File: src/rtl/muldiv_unit.sv
// muldiv_unit: iterative RV32M divide/remainder unit (optionally multiply).
//
// Captures both source operands on accept, iterates one bit per cycle for 32
// cycles and presents Rd/RegWrite/WriteData ready for the register file write
// port. Divide-by-zero and signed overflow bypass the iteration and finish in
// the accept cycle.
//
// Build option: define MULDIV_MUL_EN to build the shift-add multiplier for
// funct3 000-011. Without it those encodings finish at once with WriteData=0
// and RegWrite held low.
//
// Ports:
//   clk, rst          clock, asynchronous active-high reset
//   start             request, sampled only while not busy
//   funct3            op select (DIV/DIVU/REM/REMU, MUL/MULH/MULHSU/MULHU)
//   Rs1Data, Rs2Data  dividend/multiplicand, divisor/multiplier
//   RdIn              destination register index
//   busy              high while iterating
//   done              one-cycle result-valid pulse
//   Rd, WriteData     destination index and result, valid with done
//   RegWrite          done and Rd != 0 (and the op produces a result)

`timescale 1ns / 1ps

module muldiv_unit #(
    parameter int unsigned XLEN = 32  // only 32 is supported
) (
    input  logic            clk,
    input  logic            rst,
    input  logic            start,
    input  logic [2:0]      funct3,
    input  logic [XLEN-1:0] Rs1Data,
    input  logic [XLEN-1:0] Rs2Data,
    input  logic [4:0]      RdIn,
    output logic            busy,
    output logic            done,
    output logic [4:0]      Rd,
    output logic            RegWrite,
    output logic [XLEN-1:0] WriteData
);

    typedef enum logic [1:0] {StIdle, StCalc, StFinish} state_e;

    localparam logic [XLEN-1:0] MinNeg  = {1'b1, {(XLEN-1){1'b0}}};
    localparam logic [XLEN-1:0] AllOnes = '1;

    state_e          r_state, w_state_next;
    logic [4:0]      r_count;
    logic [XLEN-1:0] r_rem;      // partial remainder (divide) / product high half (multiply)
    logic [XLEN-1:0] r_quo;      // dividend->quotient (divide) / multiplier->product low half
    logic [XLEN-1:0] r_dvs;      // divisor (divide) / multiplicand (multiply)
    logic [XLEN-1:0] r_wdata;
    logic [4:0]      r_rd_pend;
    logic [4:0]      r_rd;
    logic            r_neg_q;    // negate quotient / product at the end
    logic            r_neg_r;    // negate remainder at the end
    logic            r_sel_rem;
    logic            r_wen_ok;
`ifdef MULDIV_MUL_EN
    logic            r_is_mul;
    logic            r_mul_lo;
`endif

    // ------------------------------------------------------------------
    // Operand decode at accept
    // ------------------------------------------------------------------
    logic            w_accept, w_is_div, w_sgn1, w_sgn2, w_neg1, w_neg2;
    logic            w_div_zero, w_div_ovf, w_fast;
    logic [XLEN-1:0] w_mag1, w_mag2, w_fast_data;

    always_comb begin
        w_is_div    = funct3[2];
        // Divide: DIV/REM signed. Multiply: MULH both signed, MULHSU rs1 only.
        w_sgn1      = w_is_div ? ~funct3[0] : (funct3[1:0] == 2'b01 || funct3[1:0] == 2'b10);
        w_sgn2      = w_is_div ? ~funct3[0] : (funct3[1:0] == 2'b01);
        w_neg1      = w_sgn1 & Rs1Data[XLEN-1];
        w_neg2      = w_sgn2 & Rs2Data[XLEN-1];
        w_mag1      = w_neg1 ? -Rs1Data : Rs1Data;
        w_mag2      = w_neg2 ? -Rs2Data : Rs2Data;
        w_div_zero  = w_is_div && (Rs2Data == '0);
        w_div_ovf   = w_is_div && ~funct3[0] && (Rs1Data == MinNeg) && (Rs2Data == AllOnes);
        w_fast_data = '0;
        if (w_div_zero) begin
            w_fast_data = funct3[1] ? Rs1Data : AllOnes;
        end else if (w_div_ovf) begin
            w_fast_data = funct3[1] ? '0 : MinNeg;
        end
`ifdef MULDIV_MUL_EN
        w_fast      = w_div_zero | w_div_ovf;
`else
        // Multiply encodings still complete so the issue logic never hangs.
        w_fast      = w_div_zero | w_div_ovf | ~w_is_div;
`endif
        w_accept    = start && (r_state != StCalc);
    end

    // ------------------------------------------------------------------
    // One iteration step and final sign fix
    // ------------------------------------------------------------------
    logic [XLEN:0]   w_rem_sh, w_diff;
    logic            w_ge;
    logic [XLEN-1:0] w_div_rem, w_div_quo, w_q_fix, w_r_fix;
    logic [XLEN-1:0] w_rem_nxt, w_quo_nxt, w_result;
`ifdef MULDIV_MUL_EN
    logic [XLEN:0]     w_sum;
    logic [2*XLEN-1:0] w_prod, w_prod_fix;
`endif

    always_comb begin
        // Restoring division: shift in the next dividend bit, subtract if it fits.
        w_rem_sh  = {r_rem, r_quo[XLEN-1]};
        w_diff    = w_rem_sh - {1'b0, r_dvs};
        w_ge      = ~w_diff[XLEN];
        w_div_rem = w_ge ? w_diff[XLEN-1:0] : w_rem_sh[XLEN-1:0];
        w_div_quo = {r_quo[XLEN-2:0], w_ge};
        w_q_fix   = r_neg_q ? -w_div_quo : w_div_quo;
        w_r_fix   = r_neg_r ? -w_div_rem : w_div_rem;
        w_rem_nxt = w_div_rem;
        w_quo_nxt = w_div_quo;
        w_result  = r_sel_rem ? w_r_fix : w_q_fix;
`ifdef MULDIV_MUL_EN
        // Shift-add: add multiplicand to the high half when the multiplier
        // LSB is set, then shift the whole 64-bit product right by one.
        w_sum      = {1'b0, r_rem} + (r_quo[0] ? {1'b0, r_dvs} : '0);
        w_prod     = {w_sum, r_quo[XLEN-1:1]};
        w_prod_fix = r_neg_q ? -w_prod : w_prod;
        if (r_is_mul) begin
            w_rem_nxt = w_prod[2*XLEN-1:XLEN];
            w_quo_nxt = w_prod[XLEN-1:0];
            w_result  = r_mul_lo ? w_prod_fix[XLEN-1:0] : w_prod_fix[2*XLEN-1:XLEN];
        end
`endif
    end

    // ------------------------------------------------------------------
    // FSM next state and outputs
    // ------------------------------------------------------------------
    always_comb begin
        w_state_next = r_state;
        busy         = 1'b0;
        done         = 1'b0;
        case (r_state)
            StIdle, StFinish: begin
                if (w_accept) begin
                    w_state_next = w_fast ? StFinish : StCalc;
                end else begin
                    w_state_next = StIdle;
                end
            end
            StCalc: begin
                if (r_count == 5'd31) begin
                    w_state_next = StFinish;
                end
            end
            default: w_state_next = StIdle;
        endcase
        busy      = (r_state == StCalc);
        done      = (r_state == StFinish);
        Rd        = r_rd;
        WriteData = r_wdata;
        RegWrite  = done & r_wen_ok & (r_rd != 5'd0);
    end

    always_ff @(posedge clk or posedge rst) begin
        if (rst) begin
            r_state   <= StIdle;
            r_count   <= '0;
            r_rem     <= '0;
            r_quo     <= '0;
            r_dvs     <= '0;
            r_wdata   <= '0;
            r_rd_pend <= '0;
            r_rd      <= '0;
            r_neg_q   <= 1'b0;
            r_neg_r   <= 1'b0;
            r_sel_rem <= 1'b0;
            r_wen_ok  <= 1'b0;
`ifdef MULDIV_MUL_EN
            r_is_mul  <= 1'b0;
            r_mul_lo  <= 1'b0;
`endif
        end else begin
            r_state <= w_state_next;
            if (w_accept) begin
                r_count   <= '0;
                r_rd_pend <= RdIn;
                r_sel_rem <= funct3[1];
                r_neg_q   <= w_neg1 ^ w_neg2;
                r_neg_r   <= w_neg1;
                r_rem     <= '0;
`ifdef MULDIV_MUL_EN
                r_is_mul  <= ~w_is_div;
                r_mul_lo  <= (funct3[1:0] == 2'b00);
                r_quo     <= w_is_div ? w_mag1 : w_mag2;
                r_dvs     <= w_is_div ? w_mag2 : w_mag1;
`else
                r_quo     <= w_mag1;
                r_dvs     <= w_mag2;
`endif
                if (w_fast) begin
                    r_wdata  <= w_fast_data;
                    r_rd     <= RdIn;
                    r_wen_ok <= w_is_div;
                end
            end else if (r_state == StCalc) begin
                r_count <= r_count + 5'd1;
                r_rem   <= w_rem_nxt;
                r_quo   <= w_quo_nxt;
                if (r_count == 5'd31) begin
                    r_wdata  <= w_result;
                    r_rd     <= r_rd_pend;
                    r_wen_ok <= 1'b1;
                end
            end
        end
    end

endmodule

File: config.mk
export PLATFORM = sky130hd
export DESIGN_NAME = muldiv_unit
export DESIGN_NICKNAME = d
export VERILOG_FILES = /design/src/rtl/muldiv_unit.sv
export SDC_FILE = /design/constraint.sdc
export NUM_CORES = 1
export LEC_CHECK = 0
export ABC_AREA = 1
export BUFFER_PORTS_ARGS = -buffer_cell sky130_fd_sc_hd__buf_2
export CORE_UTILIZATION = 30
export DETAILED_ROUTE_END_ITERATION = 10
export PLACE_DENSITY = 0.57
export SKIP_CTS_REPAIR_TIMING = 1
export SYNTH_ARGS = -nofsm -noshare
export SYNTH_HDL_FRONTEND = slang
export SYNTH_SLANG_ARGS = --single-unit
File: constraint.sdc
create_clock -name clk -period 4.8 [get_ports clk]
set_input_delay 0.96 -clock clk [delete_from_list [all_inputs] [get_ports clk]]
set_output_delay 0.96 -clock clk [all_outputs]
set_load 0.005 [all_outputs]
==> out/metrics.yaml, run 1 <==
worst_setup_path:
  cp_data_arrival_time_ns: 4.70
  cp_slowest_cell: "fa_1"
  path_class: "register to register"
  path_common_cell: "nand2_1"
  worst_setup_path_start_kind: "register"
  cp-end-kind: "register"
  max_stage_delay_ns: 0.42
  worstPathRequired_ns: 5.20
  cp_max_fo: 4
yosys:
  synth_cells: 2224
  ys_warn_count: 0
  ys_seq_area_share_pct: 27.2
  avgSynthCellArea_um2: 6.17
  ys.flop_type: "dfrtp_1"
  synth_edf_count: 0
  yosys-top-cells-area: "dfrtp_1 (27%), nand2_1 (20%), inv_1 (8.5%)"
  yosys.area.top_type: "dfrtp_1"
  synth-seq-cells: 149
  ys_async_sr_fraction_pct: 100
  yosysTopAreaCellShare_pct: 27.2
  synth.cell_area_um2: 13700
  synthDistinctLibCells: 52
  syn_nets: 2340
placement:
  io_buffers: 114
  gp_congestion: 0.973
  dpl.hpwl_um: 38100
  place_inst: 2871
clock_tree:
  cts_tree: "yes"
  htree_num_levels: 4
  cts.sinks: 149
  clk_pin_slew_ns: 0.08
  cts_root_buf: "clkbuf_16"
  cts.path.max_buffers: 2
  clock_latency_ns: 0.47
  numCtsBuffers: 17
sta:
  maxSlewViolCount: 0
  final.min_clock_period_ns: 4.30
  max_clock_freq_mhz: 233
  hold_ws_ns: 0.452
  fin_crit_sh_pct: 89.5
  setup_viol: 0
  fin_skew_ns: 0.0127
  slew_headroom_pct: 29.9
  rsz0062_at_grt: "false"
  tns_ns: 0
  tightest_slew_ns: 1.05
  hold_viol: 0
routing:
  via_per_inst: 5.04
  drc: 0
  wl_um: 49700
  vias: 14600
  drtIter0Drc: 1217
  route.antenna.remaining_nets: 0
  wl_per_cell_um: 17.1
  firstDrtPassIters: 5
finish:
  num-fill-cells: 4996
  area_growth_pct: 12.8
  layout_common_cells: "nand2_1 (725), inv_1 (308), nor2_1 (179)"
  stdcell_count: 2903
  register_area_um2: 3730
  multi_input_area_um2: 8420
  nets: 2414
  final_common_cell: "nand2_1"
  drive_above_1_share_pct: 12.7
  antenna_cells: 0
grt:
  grtUsageTotal_pct: 21.4
  grt_max_degree: 145
  met3_usage_pct: 2.95
  grt_pass1_wl_um: 77500
  grt_util_met2_pct: 34.3
  antenna_found_initial: 1
  grt.busiest_layer: "met2"
  grt_overflow: 0
  gr-usage-met1_pct: 29.2
  grt_pass1_vias: 13700
worst_hold_path:
  hp-class: "input pin to async pin"
floorplan:
  io_pins: 115
  die_area_um2: 46600
  rows: 77
  start_util_pct: 30.7
  die_w_um: 216
  fp.dieH_um: 216
  coreArea_um2: 44700
power_and_ir_drop:
  ir_drop_mv: 0.356
  leakage_nw: 8.07
  power_density_nw_per_um2: 849
run_status:
  outcome: "finished, final reports clean"
flow_run:
  maxCapViolCount: 0
[final cells by class]
type | instances | area share (%)
repair buffers | 136 | 4.92
flip-flops and latches | 149 | 24.1
well taps | 592 | 4.79
multi-input cells | 1671 | 54.4
clock buffers | 17 | 2.75
clock inverters | 15 | 1.19
inverters | 323 | 7.86
[cells by family (layout without fill, tap and decap cells)]
logic type               after synthesis  in the layout  share of synthesized area (%)
buffers and inverters                404            491                           11.8
flip-flops                           149            149                           27.2
AO/OA/AOI/OAI                        321            321                           13.9
XOR/XNOR                              52             52                           3.32
adder cells (fa/ha/maj)               41             41                           3.79
AND/OR/NAND/NOR                     1257           1257                           39.9
[power by group]
part	switching [W]	total (W)	leakage, nW	internal, W
clock network	0.000697	0.00145	0.295	0.000749
registers	0.000528	0.00239	1.82	0.00186
logic	0.00635	0.00930	5.96	0.00295
total	0.00758	0.0131	8.07	0.00556
[final timing paths]
check                           cells after the start            end  slack (ns)    startpoint
worst min-delay path                                2      r_dvs[21]        0.45           rst
worst min register to register                      2   r_rd_pend[0]        0.48  r_rd_pend[0]
worst max register to register                     28  WriteData[22]        0.50     r_quo[31]
worst max-delay path                               28  WriteData[22]        0.50     r_quo[31]
max in group asynchronous                           3  WriteData[17]        3.19           rst
min in group clk                                    2   r_rd_pend[0]        0.48  r_rd_pend[0]
[stage by stage]
| step | total power [W] | instance area (um^2) | util [%] | setup WS [ns] |
|---|---|---|---|---|
| floorplan | 0.00898 | 13700 | - | 0.873 |
| global placement | 0.0115 | 14800 | 33.2 | 0.258 |
| detailed placement | 0.0116 | 14800 | 33.2 | 0.273 |
| CTS | 0.0130 | 15400 | 34.5 | 0.253 |
| global route | 0.0144 | 15500 | 34.6 | 0.0989 |
| finish | 0.0131 | 15500 | 34.6 | 0.502 |
[registers in the layout (all words and copies together), names as in the netlist, 2 cells and up]
name,count
WriteData,32
r_rd_pend,5
r_quo,32
r_count,5
Rd,5
r_dvs,32
r_state,2
r_rem,32
[metal layers]
metal | vias up | share of wire (%)
met5 | - | 0
met4 | 0 | 2.9
met3 | 68 | 5.8
met2 | 462 | 46
met1 | 6839 | 45
li1 | 7274 | -
[synth_stat cells (all sizes together) (8+ instances only)]
cell type / n
a21oi: 87
nand4: 30
o221ai: 17
clkbuf: 45
nand3: 177
o22ai: 31
xor2: 42
buf: 36
nand2: 764
o211ai: 13
nand3b: 12
dfrtp: 149
ha: 40
o21ai: 129
xnor2: 10
nor3: 40
a2bb2oi: 17
a21boi: 8
inv: 320
nor2: 194
or2: 29
[critical path: cells and delay by family, from the launching register on]
family | cells | cell delay, ns
AND/OR/NAND/NOR | 22 | 2.82
adder cells (fa/ha/maj) | 3 | 0.74
flip-flops | 1 | 0.38
buffers and inverters | 2 | 0.13
AO/OA/AOI/OAI | 1 | 0.13
No activity file was read; power rests on OpenSTA's default activity.
==> run 2, diff against run 1 <==
--- a/config.mk
+++ b/config.mk
@@ -10,5 +10,5 @@
 export CORE_UTILIZATION = 30
 export DETAILED_ROUTE_END_ITERATION = 10
-export PLACE_DENSITY = 0.57
+export PLACE_DENSITY = 0.56
 export SKIP_CTS_REPAIR_TIMING = 1
 export SYNTH_ARGS = -nofsm -noshare
==> constraint.sdc (replaced) <==
create_clock -name clk -period 4.9 [get_ports clk]
set_input_delay 0.98 -clock clk [delete_from_list [all_inputs] [get_ports clk]]
set_output_delay 0.98 -clock clk [all_outputs]
set_load 0.05 [all_outputs]
==> out/metrics.yaml, run 2 (synthesized netlist as in run 1, its figures left out) <==
finish:
  antenna_cells: 0  # unchanged
  nets: 2413  # -0.041%
  area_growth_pct: 12.8  # unchanged
  layout_common_cells: "nand2_1 (725), inv_1 (308), nor2_1 (180)"
  drive_above_1_share_pct: 12.6  # -0.12 points
  final_common_cell: "nand2_1"
  stdcell_area_um2: 15500  # unchanged
worst_setup_path:
  cp_slowest_cell: "dfrtp_1"
  rr_worst_depth: 31  # +11%
  max_stage_delay_ns: 0.34  # -0.08 ns
  r2r_setup_slack_ns: 0.50  # about the same
  rr_startpoint: "r_quo[31]"
  path_class: "register to register"
  worst_setup_path_start_kind: "register"
  r2r-end: "WriteData[30]"
  worstPathRequired_ns: 5.29  # +0.09 ns
  cp-end-kind: "register"
  cp_max_fo: 13  # +9
  path_common_cell: "nand2_1"
  cp_data_arrival_time_ns: 4.79  # +0.09 ns
sta:
  maxSlewViolCount: 0  # unchanged
  tightest_slew_ns: 1.06  # +0.00678 ns
  fin_crit_sh_pct: 89.7  # +0.17 points
  hold_viol: 0  # unchanged
  fin_ws_ns: 0.504  # +0.00204 ns
  fin_skew_ns: 0.0150  # +0.00232 ns
  setup_viol: 0  # unchanged
  tns_ns: 0  # unchanged
  rsz0062_at_grt: "false"
  max_clock_freq_mhz: 227  # -2.2%
  slew_headroom_pct: 29.5  # -0.45 points
  final.min_clock_period_ns: 4.40  # +0.0980 ns
routing:
  firstDrtPassIters: 6  # +1
  vias: 14800  # +1.1%
  drtIter0Drc: 1262  # +3.7%
  via_per_inst: 5.10  # +1.1%
  wl_per_cell_um: 17.5  # +2.2%
  drc: 0  # unchanged
  wl_um: 50700  # +2.1%
  route.antenna.remaining_nets: 0  # unchanged
placement:
  gp_congestion: 0.962  # -1.1%
  dpl.hpwl_um: 38800  # +1.9%
  post_dp_cell_area_um2: 14800  # about the same
  io_buffers: 114  # unchanged
  place_ws_ns: 0.316  # +0.0423 ns
clock_tree:
  cts_root_buf: "clkbuf_16"
  numCtsBuffers: 17  # unchanged
  cts.path.max_buffers: 2  # unchanged
  cts.sinks: 149  # unchanged
  clk_pin_slew_ns: 0.07  # about the same
  clock_latency_ns: 0.46  # about the same
  cts_tree: "yes"
  htree_num_levels: 4  # unchanged
worst_hold_path:
  hp-class: "register to register"
  hold_start: "r_rd_pend[0]"
  min_path_cells: 2
  hold_end: "r_rd_pend[0]"
run_status:
  outcome: "finished, final reports clean"
grt:
  grt_pass1_wl_um: 79400  # +2.5%
  grt_max_degree: 93  # -36%
  grt_pass1_vias: 13800  # +0.58%
  antenna_found_initial: 3  # +2
  grtUsageTotal_pct: 22.0  # +0.60 points
  grt_overflow: 0  # unchanged
floorplan:
  coreArea_um2: 44700  # unchanged
  io_pins: 115  # unchanged
  rows: 77  # unchanged
  die_w_um: 216  # unchanged
  start_util_pct: 30.7  # unchanged
  die_area_um2: 46600  # unchanged
  fp.dieH_um: 216  # unchanged
flow_run:
  maxCapViolCount: 0  # unchanged
run 2: routing by layer:
layer	track usage, %	up-vias	share of wire [%]
li1	-	7270	-
met1	30.4	6953	46
met5	0	-	0.026
met4	7.33	2	2.4
met3	2.58	69	5.7
met2	35.4	503	46
run 2: stage by stage:
stage	instances	util, %	hold slack [ns]
2_1_floorplan	2224	-	0.445
3_3_place_gp	2870	33.2	0.462
6_report	2902	34.6	0.479
4_1_cts	2902	34.6	0.482
5_1_grt	2902	34.6	0.501
3_5_place_dp	2870	33.2	0.463
run 2: area by class of cell:
class / count / area (um^2)
Fill cell: 4992 / 29200
Timing Repair Buffer: 135 / 753
Multi-Input combinational cell: 1671 / 8410
Inverter: 323 / 1220
Tap cell: 592 / 741
Clock buffer: 18 / 439
Sequential cell: 149 / 3730
Clock inverter: 14 / 190
run 2: worst max-delay path: cells and delay by family, from the launching register on:
kind | cells | cell delay, ns
buffers and inverters | 2 | 0.16
DFF | 1 | 0.34
adders and majority gates | 3 | 0.61
and+or+nand+nor | 25 | 3.11
AOI/OAI and AO/OA | 1 | 0.13
run 2: worst max-delay path by stage:
stage                     startpoint       endpoint  slack [ns]  depth (start not counted)
after detailed placement   r_quo[31]  WriteData[30]        0.32                         31
final                      r_quo[31]  WriteData[30]        0.50                         31
after global placement     r_quo[31]  WriteData[30]        0.38                         31
after CTS                  r_quo[31]  WriteData[30]        0.30                         31
after global routing       r_quo[31]  WriteData[30]        0.04                         31
after floorplan            r_quo[31]  WriteData[30]        0.97                         31
Power of run 2 is not shown: default switching activity piles up to over one toggle a cycle in this logic, so the estimate is an artifact.
==> run 3, diff against run 2 <==
- GPL_TIMING_DRIVEN: unset -> 0
==> out/metrics.yaml, run 3 (synthesized netlist as in run 1, its figures left out) <==
grt:
  grt_overflow: 0  # unchanged
  grt_max_degree: 37  # -60%
  grt_pass1_vias: 14200  # +2.8%
  grtUsageTotal_pct: 24.0  # +2.0 points
  antenna_found_initial: 1  # -2
  grt_pass1_wl_um: 84000  # +5.8%
sta:
  rsz0062_at_grt: "false"
  slew_headroom_pct: 35.9  # +6.4 points
  maxSlewViolCount: 0  # unchanged
  tightest_slew_ns: 0.961  # -0.0966 ns
  fin_skew_ns: 0.0142  # -0.000772 ns
  final.min_clock_period_ns: 4.64  # +0.247 ns
  hold_viol: 0  # unchanged
  fin_crit_sh_pct: 94.8  # +5.0 points
  max_clock_freq_mhz: 215  # -5.3%
  setup_viol: 0  # unchanged
  hold_ws_ns: 0.477  # -0.00226 ns
worst_hold_path:
  hp-class: "register to register"
routing:
  met3WireLength_um: 3750  # +29%
  route.antenna.remaining_nets: 0  # unchanged
  via_per_inst: 5.09  # about the same
  drtIter0Drc: 1359  # +7.7%
  firstDrtPassIters: 5  # -1
  drc: 0  # unchanged
  wl_met2_um: 24000  # +3.2%
  wl_met1_um: 25800  # +11%
  highest_layer: "met5"
  vias: 15100  # +2.3%
  wl_per_cell_um: 18.7  # +7.0%
  wl_um: 55500  # +9.5%
finish:
  postLayoutCoreUtil_pct: 35.5  # +0.92 points
  area_growth_pct: 15.8
  stdcell_area_um2: 15900  # +2.7%
  antenna_cells: 0  # unchanged
  stdcell_count: 2970  # +2.3%
  final_common_cell: "nand2_1"
  layout_common_cells: "nand2_1 (722), inv_1 (310), nor2_1 (181)"
  num-fill-cells: 4919  # -1.5%
  nets: 2481  # +2.8%
  drive_above_1_share_pct: 13.2  # +0.61 points
worst_setup_path:
  path_common_cell: "nand2_1"
  crit_end: "WriteData[26]"
  cp_num_cells: 28  # -9.7%
  cp_slowest_cell: "dfrtp_1"
  rr_startpoint: "r_dvs[19]"
  worst_setup_path_start_kind: "register"
  r2r_setup_slack_ns: 0.26  # -0.25 ns
  startpoint: "r_dvs[19]"
  crit_family: "simple AND/OR/NAND/NOR gates"
  r2r-end: "WriteData[26]"
  worstPathRequired_ns: 5.25  # -0.04 ns
  cp_max_fo: 10  # -3
  rr_worst_depth: 28  # -9.7%
  max_stage_delay_ns: 0.38  # +0.04 ns
  crit_buf_inv: 3  # +1
  cp_data_arrival_time_ns: 4.99  # +0.20 ns
  cp-end-kind: "register"
  path_class: "register to register"
floorplan:
  die_w_um: 216  # unchanged
  io_pins: 115  # unchanged
  die_area_um2: 46600  # unchanged
  start_util_pct: 30.7  # unchanged
  coreArea_um2: 44700  # unchanged
  fp.dieH_um: 216  # unchanged
  rows: 77  # unchanged
clock_tree:
  htree_num_levels: 4  # unchanged
  clock_latency_ns: 0.47  # about the same
  numCtsBuffers: 17  # unchanged
  clk_pin_slew_ns: 0.07  # about the same
  cts.sinks: 149  # unchanged
  cts.path.max_buffers: 2  # unchanged
  cts_root_buf: "clkbuf_16"
  cts_tree: "yes"
placement:
  io_buffers: 114  # unchanged
  post_dp_cell_area_um2: 15100  # +2.0%
  place_inst: 2934  # +2.2%
  gp_congestion: 0.973  # +1.1%
  dpl.hpwl_um: 45200  # +16%
flow_run:
  maxCapViolCount: 0  # unchanged
run_status:
  outcome: "finished, final reports clean"
-- run 3: cell types whose count changed in the layout (fill, tap and decap cells not counted), moves of 4 or more --
cell      change
buf_4         -9
nand2_2       +4
clkbuf_1     +45
buf_6         +7
buf_2        +17
buf_1         +5
-- run 3: layer usage --
metal | vias up | global-route usage [%]
met2 | 514 | 36.4
met5 | - | 0
met4 | 2 | 10.2
li1 | 7425 | -
met1 | 7102 | 33.2
met3 | 89 | 4.23
-- run 3: how the worst min path moves through the flow --
stage,endpoint,start,cells after the start
2_1_floorplan,r_rd_pend[0],r_rd_pend[0],2
3_3_place_gp,r_rd_pend[0],r_rd_pend[0],2
3_5_place_dp,r_rd_pend[0],r_rd_pend[0],2
4_1_cts,r_rd_pend[3],r_rd_pend[3],2
5_1_grt,r_rd_pend[3],r_rd_pend[3],2
6_report,r_rd_pend[3],r_rd_pend[3],2
-- run 3: stage by stage --
stage | TNS, ns | worst slack (ns)
after floorplan | 0 | 0.973
after global placement | -0.494 | -0.209
after detailed placement | -0.433 | -0.179
after CTS | -0.622 | -0.212
after global routing | 0 | 0.00701
final | 0 | 0.257
-- run 3: worst register-to-register path, delay by kind of cell, from the launching register on --
kind / cells / cell delay, ns
compound gates: 4 / 0.60
fa+ha+maj: 2 / 0.54
buf+inv: 3 / 0.39
flops: 1 / 0.38
simple gates: 19 / 2.63
-- run 3: final cells by class --
type                    count  area, um^2  area share (%)
clock buffers              18         439            2.76
repair buffers            122         681            4.28
plain buffers              81         412            2.59
multi-input cells        1671        8450            53.2
well taps                 592         741            4.66
inverters                 323        1220            7.66
clock inverters            14         223            1.40
flip-flops and latches    149        3730            23.5
Power of run 3 is left out for the same reason.
